File: src/rtl/imem_loader.sv
// Instruction memory loader: streams 32-bit words over valid/ready into consecutive
// word addresses from BASE_ADDR and holds the CPU in reset until a load completes.
module imem_loader #(
  parameter int unsigned DEPTH_WORDS = 128,
  parameter logic [31:0] BASE_ADDR   = 32'h0000_0000,
  parameter int unsigned CNT_W       = $clog2(DEPTH_WORDS + 1)
) (
  input  logic             Clk,
  input  logic             Rst,
  input  logic             in_valid,
  output logic             in_ready,
  input  logic [31:0]      in_data,
  input  logic             in_last,
  input  logic             reload,
  output logic             imem_we,
  output logic [31:0]      imem_addr,
  output logic [31:0]      imem_wdata,
  output logic [CNT_W-1:0] word_count,
  output logic             cpu_hold,
  output logic             done,
  output logic             overflow
);

  typedef enum logic [1:0] {
    S_LOAD,
    S_DONE,
    S_ERROR
  } state_t;

  localparam logic [CNT_W-1:0] LAST_IDX = CNT_W'(DEPTH_WORDS - 1);
  localparam logic [CNT_W-1:0] MAX_CNT  = CNT_W'(DEPTH_WORDS);

  state_t           state, state_n;
  logic             xfer;
  logic [CNT_W-1:0] count_n;

  always_comb begin
    in_ready = (state == S_LOAD);
    xfer     = in_valid & in_ready;
    state_n  = state;
    count_n  = word_count;
    case (state)
      S_LOAD: begin
        if (xfer) begin
          if (word_count != MAX_CNT) count_n = word_count + 1'b1;
          if (in_last)                    state_n = S_DONE;
          else if (word_count == LAST_IDX) state_n = S_ERROR;
        end
      end
      S_DONE, S_ERROR: begin
        if (reload) begin
          state_n = S_LOAD;
          count_n = '0;
        end
      end
      default: state_n = S_LOAD;
    endcase
  end

  always_ff @(posedge Clk) begin
    if (!Rst) begin
      state      <= S_LOAD;
      word_count <= '0;
      imem_we    <= 1'b0;
      imem_addr  <= '0;
      imem_wdata <= '0;
      cpu_hold   <= 1'b1;
      done       <= 1'b0;
      overflow   <= 1'b0;
    end else begin
      state      <= state_n;
      word_count <= count_n;
      imem_we    <= xfer;
      if (xfer) begin
        imem_addr  <= BASE_ADDR + 32'({word_count, 2'b00});
        imem_wdata <= in_data;
      end
      done     <= (state_n == S_DONE);
      overflow <= (state_n == S_ERROR);
      // Final word enters DONE together with its write; release only once that write has issued.
      cpu_hold <= (state_n != S_DONE) || xfer;
    end
  end

endmodule
File: config.mk
export PLATFORM = sky130hd
export DESIGN_NAME = imem_loader
export DESIGN_NICKNAME = d
export VERILOG_FILES = /design/src/rtl/imem_loader.sv
export SDC_FILE = /design/constraint.sdc
export NUM_CORES = 1
export LEC_CHECK = 0
export CAP_MARGIN = 20
export CORE_ASPECT_RATIO = 1.1
export CORE_MARGIN = 2
export CORE_UTILIZATION = 33
export CTS_CLUSTER_DIAMETER = 120
export DETAILED_ROUTE_END_ITERATION = 10
export HOLD_SLACK_MARGIN = 0.15
export MAX_ROUTING_LAYER = met4
export PLACE_DENSITY = 0.67
export SKIP_CTS_REPAIR_TIMING = 1
export SLEW_MARGIN = 20
export SYNTH_ARGS = -nofsm -noshare
export SYNTH_HDL_FRONTEND = slang
export SYNTH_SLANG_ARGS = --single-unit
File: constraint.sdc
create_clock -name Clk -period 2.7 [get_ports Clk]
set_clock_uncertainty 0.05 [all_clocks]
set_input_delay 0.81 -clock Clk [delete_from_list [all_inputs] [get_ports Clk]]
set_output_delay 0.81 -clock Clk [all_outputs]
set_load 0.02 [all_outputs]
==> results.md, run 1 <==
| Step | Result | Value |
| --- | --- | --- |
| min path | Critical hold path startpoint | imem_addr[5] |
| worst setup path | Worst Path Buf+Inv | 2 |
| floorplanning | Die width | 85.2 um |
| placed design | Placed instance area | 3270 sq um |
| worst setup path | Worst endpoint required time | 1.84 ns |
| synthesis | Number of cells produced by synthesis | 281 |
| synthesis | Top cells by area, synth | dfxtp_1 (45%), nand2_1 (13%), a21boi_0 (13%) |
| placed design | Weighted congestion reported at the end of routability-driven placement | 0.783 |
| sta | Finish-stage setup viols | 0 |
| job | Max cap viols | 0 |
| cts | CTS tree | done |
| synthesis | Synth Register Bits | 54 |
| floorplanning | Std-Cell Rows | 32 |
| min path | Class of the most critical hold timing path | flip-flop to flip-flop |
| synthesis | Top-area cell type share of the netlist area | 45.2% |
| worst setup path | Number of cells on the worst reg-to-reg path | 6 |
| global route | Total grt overflow | 0 |
| worst setup path | Worst-path cell chain | inv_1, ha_2, clkdlybuf4s50_1 |
| cells and area | Final net count | 408 |
| floorplanning | Vert. Die Dim | 93.3 um |
| route | Top layer in use | met4 |
| power | Worst voltage drop across the vdd grid | 0.337 mV |
| synthesis | Cell type with the highest aggregate area in the netlist | dfxtp_1 |
| placed design | DP Wirelength | 3.91 mm |
| cells and area | Multi-input gate area in the final layout | 1120 sq um |
| worst setup path | Slowest CP cell | clkdlybuf4s50_1 |
| worst setup path | Crit-path max FO | 10 |
| cells and area | Final design instance area without fill | 3420 sq um |
| route | Detailed-route via count | 2067 |
| sta | Unrepaired setup endpoints after global routing | no |
| route | DR pass1 iterations | 4 |
| cells and area | Layout overhead on the synthesized area | 42.9% |
| worst setup path | Element type at the critical path end | output port |
| cells and area | Fraction of final layout cells with drive strength greater than 1 | 6.25% |
| floorplanning | Top Ports | 114 |
| route | Length of routed met2 wiring | 2.46 mm |
| worst setup path | R2R Path Start | state[0] |
| route | Routed WL | 5.45 mm |
| cells and area | Antenna diodes | 0 |
| sta | Time the final worst path needs with I/O delays and setup | 2.53 ns |
| sta | Maximum operating frequency | 395 MHz |
| power | Leakage power of the design | 1.28 nW |
| worst setup path | Peak per-stage delay on the critical path | 0.66 ns |
| sta | Minimum hold slack | 0.414 ns |
| synthesis | YS warnings | 0 |
| synthesis | Share of the yosys chip area belonging to registers | 45.2% |
| cts | Clock-pin slew reported for the worst setup and hold paths after clock tree synthesis | 0.09 ns |
| worst setup path | Kind of start point of the critical path | flip-flop |
| floorplanning | Initial Util | 34.2% |
| power | Overall power of the completed layout | 1.85 mW |
| route | Via density per instance | 4.56 |
| cells and area | Fillcell total | 684 |
| worst setup path | Startpoint-to-endpoint class of the critical path | flip-flop to output port |
| synthesis | Cell variety after synth | 37 |
| global route | Initial antenna violation count | 0 |
| cts | CTS Root Buffer Type | clkbuf_8 |
| cts | Clock Latency Late Sink | 0.30 ns |
| route | Average detailed-routed wire length per instance | 12.0 um |
| worst setup path | Register-to-register setup slack | 0.50 ns |
| cts | Number of sinks on the clock net | 54 |
| worst setup path | Reg-to-reg endpoint | word_count[5] |
| route | Met3 wire length | 334 um |
| route | DRC violations left | 0 |
| cells and area | Sequential cell area | 1080 sq um |
| route | WL met1 | 2.60 mm |
| sta | Hold Vio Cnt, Final | 0 |
| sta | Total count of max-transition violations in the final report | 0 |
| global route | Overall routing resource usage | 13.9% |
| power | Power per cell area | 542 nW/um^2 |
| global route | Vias in the first global route | 1869 |
| synthesis | Synth Area per Inst | 8.52 sq um |
| min path | Worst hold endpoint | imem_addr[5] |
| status | Status | complete, no violations |
| sta | Setup slack after layout | 0.165 ns |
| route | ANT nets after route | 0 |
| floorplanning | Core Footprint | 7010 sq um |
| global route | Pin count of the biggest net entering global routing | 41 |
| cts | Buffers from clock root to sink, at most | 2 |
| placed design | Worst Setup Slack post-DPL | -0.0262 ns |
| worst setup path | Cell family contributing the most delay on the critical path | buffers and inverters |
| placed design | Count of buffers from port buffering | 89 |
| worst setup path | WP data arrival | 1.67 ns |
| sta | Final period utilization | 93.9% |
| route | Number of DRC markers in iteration 0 | 49 |
| cells and area | Final core occ | 48.8% |
| min path | Cell depth of the worst hold path | 2 |
| cts | Max H-tree Level | 2 |
| global route | Global-route wire length before repair | 8.87 mm |
| synthesis | Netlist area before placement | 2390 sq um |
| cells and area | Commonest non-fill, non-tap cell in the layout | clkdlybuf4s50_1 |
| cells and area | Highest-count cells in the layout ignoring fill and taps | clkdlybuf4s50_1 (89), nand2_1 (83), dfxtp_1 (54) |
| cts | TritonCTS Buffers | 5 |
| floorplanning | Floorplan die area | 7950 sq um |
==> worst max-delay path by stage <==
| stage | start | cells past startpoint | to | slack [ns] |
|---|---|---|---|---|
| 5_1_grt | state[0] | 3 | in_ready | 0.07 |
| 4_1_cts | state[0] | 3 | in_ready | 0.04 |
| 2_1_floorplan | state[0] | 8 | word_count[2] | 0.49 |
| 3_5_place_dp | in_valid | 5 | word_count[5] | -0.03 |
| 6_report | state[0] | 3 | in_ready | 0.17 |
| 3_3_place_gp | in_valid | 5 | word_count[6] | 0.04 |
==> metal layers <==
| layer | vias up | track usage (%) |
|---|---|---|
| met5 | - | - |
| met2 | 69 | 21.2 |
| met4 | 0 | 3.57 |
| met3 | 6 | 3.27 |
| met1 | 941 | 18.7 |
| li1 | 1051 | - |
==> per-stage QoR <==
step	setup TNS, ns	instances
4_1_cts	0	453
2_1_floorplan	0	304
5_1_grt	0	453
3_3_place_gp	0	445
3_5_place_dp	-0.0262	445
6_report	0	453
==> synth_stat cells, drive strengths merged <==
master,n
nand2,83
dfxtp,54
a21boi,41
buf,26
clkbuf,14
a21oi,7
inv,7
or4,6
nor2,5
ha,4
o21ai,4
o31ai,4
nand3,3
nor2b,3
and2,2
nor4,2
or3,2
xnor2,2
a221oi,1
and3,1
and3b,1
conb,1
nand2b,1
nand3b,1
nand4,1
nand4b,1
nor3,1
o211ai,1
o311a,1
or3b,1
==> sequential cells by signal (all words and copies together) (netlist names) <==
register,count
imem_wdata,32
imem_addr,8
word_count,8
state,2
cpu_hold,1
done,1
imem_we,1
overflow,1
==> kinds of logic after synthesis <==
group                      count (synthesis)  synth area share, %
xor gates and xnor gates                   2                0.732
DFF                                       54                 45.2
and+or+nand+nor                          114                 21.9
buffers and inverters                     47                 11.8
AOI/OAI and AO/OA                         59                 18.2
other                                      1                0.157
adders and majority gates                  4                 2.09
==> tightest hold or removal path, stage by stage, from the launching register on <==
cell and delay [ns]:
dfxtp_1 0.32, nand2_1 0.04, a21boi_0 0.06
==> power breakdown <==
part	switching (mW)	internal, mW	total (mW)
combinational	0.186	0.164	0.349
clock	0.251	0.395	0.646
sequential	0.0231	0.835	0.858
==> layout make-up <==
cell class              instances  area share [%]
clock inverters                 2            1.76
flip-flops and latches         54            31.6
repair buffers                 96            27.6
inverters                       7           0.768
well taps                      85            3.11
clock buffers                   6            2.41
multi-input cells             203            32.7
Power figures use the tool's default switching activity.
==> run 2: changes to the inputs <==
--- a/config.mk
+++ b/config.mk
@@ -5,6 +5,7 @@
 export SDC_FILE = /design/constraint.sdc
 export NUM_CORES = 1
 export LEC_CHECK = 0
+export ABC_AREA = 1
 export CAP_MARGIN = 20
 export CORE_ASPECT_RATIO = 1.1
 export CORE_MARGIN = 2
@@ -15,7 +16,7 @@
 export MAX_ROUTING_LAYER = met4
 export PLACE_DENSITY = 0.67
 export SKIP_CTS_REPAIR_TIMING = 1
-export SLEW_MARGIN = 20
+export SLEW_MARGIN = 25
 export SYNTH_ARGS = -nofsm -noshare
 export SYNTH_HDL_FRONTEND = slang
 export SYNTH_SLANG_ARGS = --single-unit
==> run 2 against run 1 <==
  * Critical path depth did not move
  * Register-to-register slack improved by 0.29 ns
  * Global-route usage rose by 1.3 points
  * Worst hold slack improved by 0.021 ns
  * Sequential share of layout area rose by 0.46 points
  * Power fell by 4.1%
  * Fmax rose by 2.0%
  * Core utilization fell by 0.97 points
  * Cell count rose by 8.2%
  * Via count rose by 7.0%
  * Largest power group unchanged
==> results.md, run 2 <==
| Step | Result | Value | Change |
| --- | --- | --- | --- |
| cts | TritonCTS Buffers | 5 | unchanged |
| sta | Time the final worst path needs with I/O delays and setup | 2.48 ns | was 2.53 ns |
| cells and area | Layout overhead on the synthesized area | 39.3% | was 42.9% |
| synthesis | Cell with the most instances after synthesis | nor2_1 | was nand2_1 |
| cts | CTS Root Buffer Type | clkbuf_8 | unchanged |
| worst setup path | Peak per-stage delay on the critical path | 0.65 ns | was 0.66 ns |
| synthesis | Synth Register Bits | 54 | unchanged |
| power | Worst voltage drop across the vdd grid | 0.235 mV | was 0.337 mV |
| synthesis | Commonest cells in the synthesized netlist | nor2_1 (91), dfxtp_1 (54), o21ai_0 (41) | was nand2_1 (83), dfxtp_1 (54), a21boi_0 (41) |
| synthesis | Netlist area before placement | 2420 sq um | was 2390 sq um |
| route | DRC violations left | 0 | unchanged |
| worst setup path | Kind of start point of the critical path | flip-flop | unchanged |
| placed design | Weighted congestion reported at the end of routability-driven placement | 0.867 | was 0.783 |
| power | Power per cell area | 528 nW/um^2 | was 542 nW/um^2 |
| worst setup path | WP data arrival | 1.62 ns | was 1.67 ns |
| power | Leakage power of the design | 1.36 nW | was 1.28 nW |
| floorplanning | Vert. Die Dim | 93.8 um | was 93.3 um |
| synthesis | Share of the yosys chip area belonging to registers | 44.7% | was 45.2% |
| global route | Overall routing resource usage | 15.3% | was 13.9% |
| synthesis | Predominant post-synthesis flop cell | dfxtp_1 | unchanged |
| sta | Total negative slack | 0 ns | unchanged |
| sta | Minimum hold slack | 0.435 ns | was 0.414 ns |
| floorplanning | Initial Util | 34.3% | was 34.2% |
| status | Status | complete, no violations | unchanged |
| synthesis | Top cells by area, synth | dfxtp_1 (45%), nor2_1 (14%), o21ai_0 (8.5%) | was dfxtp_1 (45%), nand2_1 (13%), a21boi_0 (13%) |
| cells and area | Final core occ | 47.8% | was 48.8% |
| route | ANT nets after route | 0 | unchanged |
| cells and area | Commonest non-fill, non-tap cell in the layout | nor2_1 | was clkdlybuf4s50_1 |
| worst setup path | Startpoint-to-endpoint class of the critical path | flip-flop to output port | unchanged |
| route | Detailed-route via count | 2211 | was 2067 |
| synthesis | YS warnings | 0 | unchanged |
| route | Routed WL | 5.95 mm | was 5.45 mm |
| sta | Total count of max-transition violations in the final report | 0 | unchanged |
| route | Average detailed-routed wire length per instance | 12.1 um | was 12.0 um |
| min path | Class of the most critical hold timing path | flip-flop to flip-flop | unchanged |
| global route | Total grt overflow | 0 | unchanged |
| cts | Clock-pin slew reported for the worst setup and hold paths after clock tree synthesis | 0.09 ns | about the same |
| cts | Number of sinks on the clock net | 54 | unchanged |
| cts | Clock Latency Late Sink | 0.30 ns | about the same |
| cts | Max H-tree Level | 2 | unchanged |
| cells and area | Highest-count cells in the layout ignoring fill and taps | nor2_1 (91), clkdlybuf4s50_1 (89), dfxtp_1 (54) | was clkdlybuf4s50_1 (89), nand2_1 (83), dfxtp_1 (54) |
| sta | Maximum operating frequency | 402 MHz | was 395 MHz |
| synthesis | Number of cells produced by synthesis | 320 | was 281 |
| sta | Unrepaired setup endpoints after global routing | no | unchanged |
| synthesis | Cell variety after synth | 27 | was 37 |
| global route | Vias in the first global route | 2033 | was 1869 |
| synthesis | Asr flop ratio synth | 0% | unchanged |
| synthesis | Top-area cell type share of the netlist area | 44.7% | was 45.2% |
| cts | CTS tree | done | unchanged |
| sta | Finish-stage setup viols | 0 | unchanged |
| job | Max cap viols | 0 | unchanged |
| cells and area | Final net count | 445 | was 408 |
| floorplanning | Std-Cell Rows | 32 | unchanged |
| cells and area | Antenna diodes | 0 | unchanged |
| synthesis | Cell type with the highest aggregate area in the netlist | dfxtp_1 | unchanged |
| worst setup path | Worst-path cell chain | inv_1, ha_1, clkdlybuf4s50_1 | was inv_1, ha_2, clkdlybuf4s50_1 |
| placed design | DP Wirelength | 4.45 mm | was 3.91 mm |
| route | Number of DRC markers in iteration 0 | 49 | unchanged |
| cells and area | Max reg flops | 32 | unchanged |
| floorplanning | Die width | 85.6 um | was 85.2 um |
| power | Overall power of the completed layout | 1.78 mW | was 1.85 mW |
| global route | Global-route wire length before repair | 9.65 mm | was 8.87 mm |
| worst setup path | Worst endpoint required time | 1.84 ns | about the same |
| floorplanning | Core Footprint | 7050 sq um | was 7010 sq um |
| global route | Initial antenna violation count | 0 | unchanged |
| cells and area | Fillcell total | 717 | was 684 |
| sta | Final period utilization | 92.0% | was 93.9% |
| worst setup path | Slowest CP cell | clkdlybuf4s50_1 | unchanged |
| route | DR pass1 iterations | 4 | unchanged |
| synthesis | EDFF count, synth | 0 | unchanged |
| cells and area | Largest registers | imem_wdata x32, imem_addr x8, word_count x8 | unchanged |
| global route | Pin count of the biggest net entering global routing | 40 | was 41 |
| synthesis | Synth Area per Inst | 7.56 sq um | was 8.52 sq um |
| route | Via density per instance | 4.51 | was 4.56 |
| floorplanning | Top Ports | 114 | unchanged |
| cts | Buffers from clock root to sink, at most | 2 | unchanged |
| cells and area | Reg with most FFs | imem_wdata | unchanged |
| sta | Hold Vio Cnt, Final | 0 | unchanged |
| placed design | Count of buffers from port buffering | 89 | unchanged |
| cells and area | Fraction of final layout cells with drive strength greater than 1 | 8.15% | was 6.25% |
| worst setup path | Element type at the critical path end | output port | unchanged |
| floorplanning | Floorplan die area | 8030 sq um | was 7950 sq um |
| worst setup path | Crit-path max FO | 5 | was 10 |
-- run 2: changes by cell type after synthesis, moves of 10 or more --
| cell | delta |
|---|---|
| a21boi_0 | -41 |
| nand2_1 | -60 |
| nand3_1 | +10 |
| nor2_1 | +86 |
| o21ai_0 | +37 |
-- run 2: layout make-up --
class / instances / area (sq um) / area share, %
Clock buffer: 7 / 86.3 / 2.56
Multi-Input combinational cell: 231 / 1080 / 32.0
Tap cell: 85 / 106 / 3.16
Clock inverter: 1 / 5.00 / 0.148
Sequential cell: 54 / 1080 / 32.1
Inverter: 17 / 63.8 / 1.89
Timing Repair Buffer: 95 / 948 / 28.1
-- run 2: per-stage QoR --
step	std cells	setup WS [ns]	instance area, sq um
final	490	0.215	3370
after global routing	490	0.135	3370
after CTS	490	0.207	3370
after detailed placement	482	0.249	3280
after global placement	482	0.288	3280
after floorplan	343	1.07	2510
-- run 2: logic make-up (layout without fill, tap and decap cells) --
family | count (synthesis) | after routing | share of synthesized area [%]
xor gates and xnor gates | 2 | 2 | 0.724
buffers and inverters | 58 | 120 | 14.3
adders and majority gates | 4 | 4 | 2.07
other | 1 | 24 | 0.155
and+or+nand+nor | 144 | 144 | 25.4
DFF | 54 | 54 | 44.7
AOI/OAI and AO/OA | 57 | 57 | 12.7
-- run 2: power breakdown --
| group | leakage, nW | internal (mW) | switching [mW] |
|---|---|---|---|
| Sequential | 0.446 | 0.854 | 0.0338 |
| Clock | 0.0482 | 0.207 | 0.244 |
| Combinational | 0.868 | 0.195 | 0.244 |
-- run 2: layer usage --
layer | GRT usage, % | vias up | wire, um
met2 | 24.5 | 70 | 2750
li1 | - | 1128 | -
met3 | 3.69 | 7 | 368
met4 | 4.10 | 0 | 68
met5 | - | - | 0
met1 | 19.3 | 1006 | 2760
-- run 2: worst max-delay path, delay by kind of cell (launching register included) --
family	cells	cell delay (ns)
buffers and inverters	2	0.71
adder cells (fa/ha/maj)	1	0.27
flip-flops	1	0.34
-- run 2: worst paths after layout --
check             depth (start not counted)              to           start  slack [ns]
setup / recovery                          3        in_ready        state[0]        0.22
setup reg to reg                          9   word_count[4]        state[0]        0.79
hold reg to reg                           2  imem_wdata[11]  imem_wdata[11]        0.44
hold / removal                            2  imem_wdata[11]  imem_wdata[11]        0.44
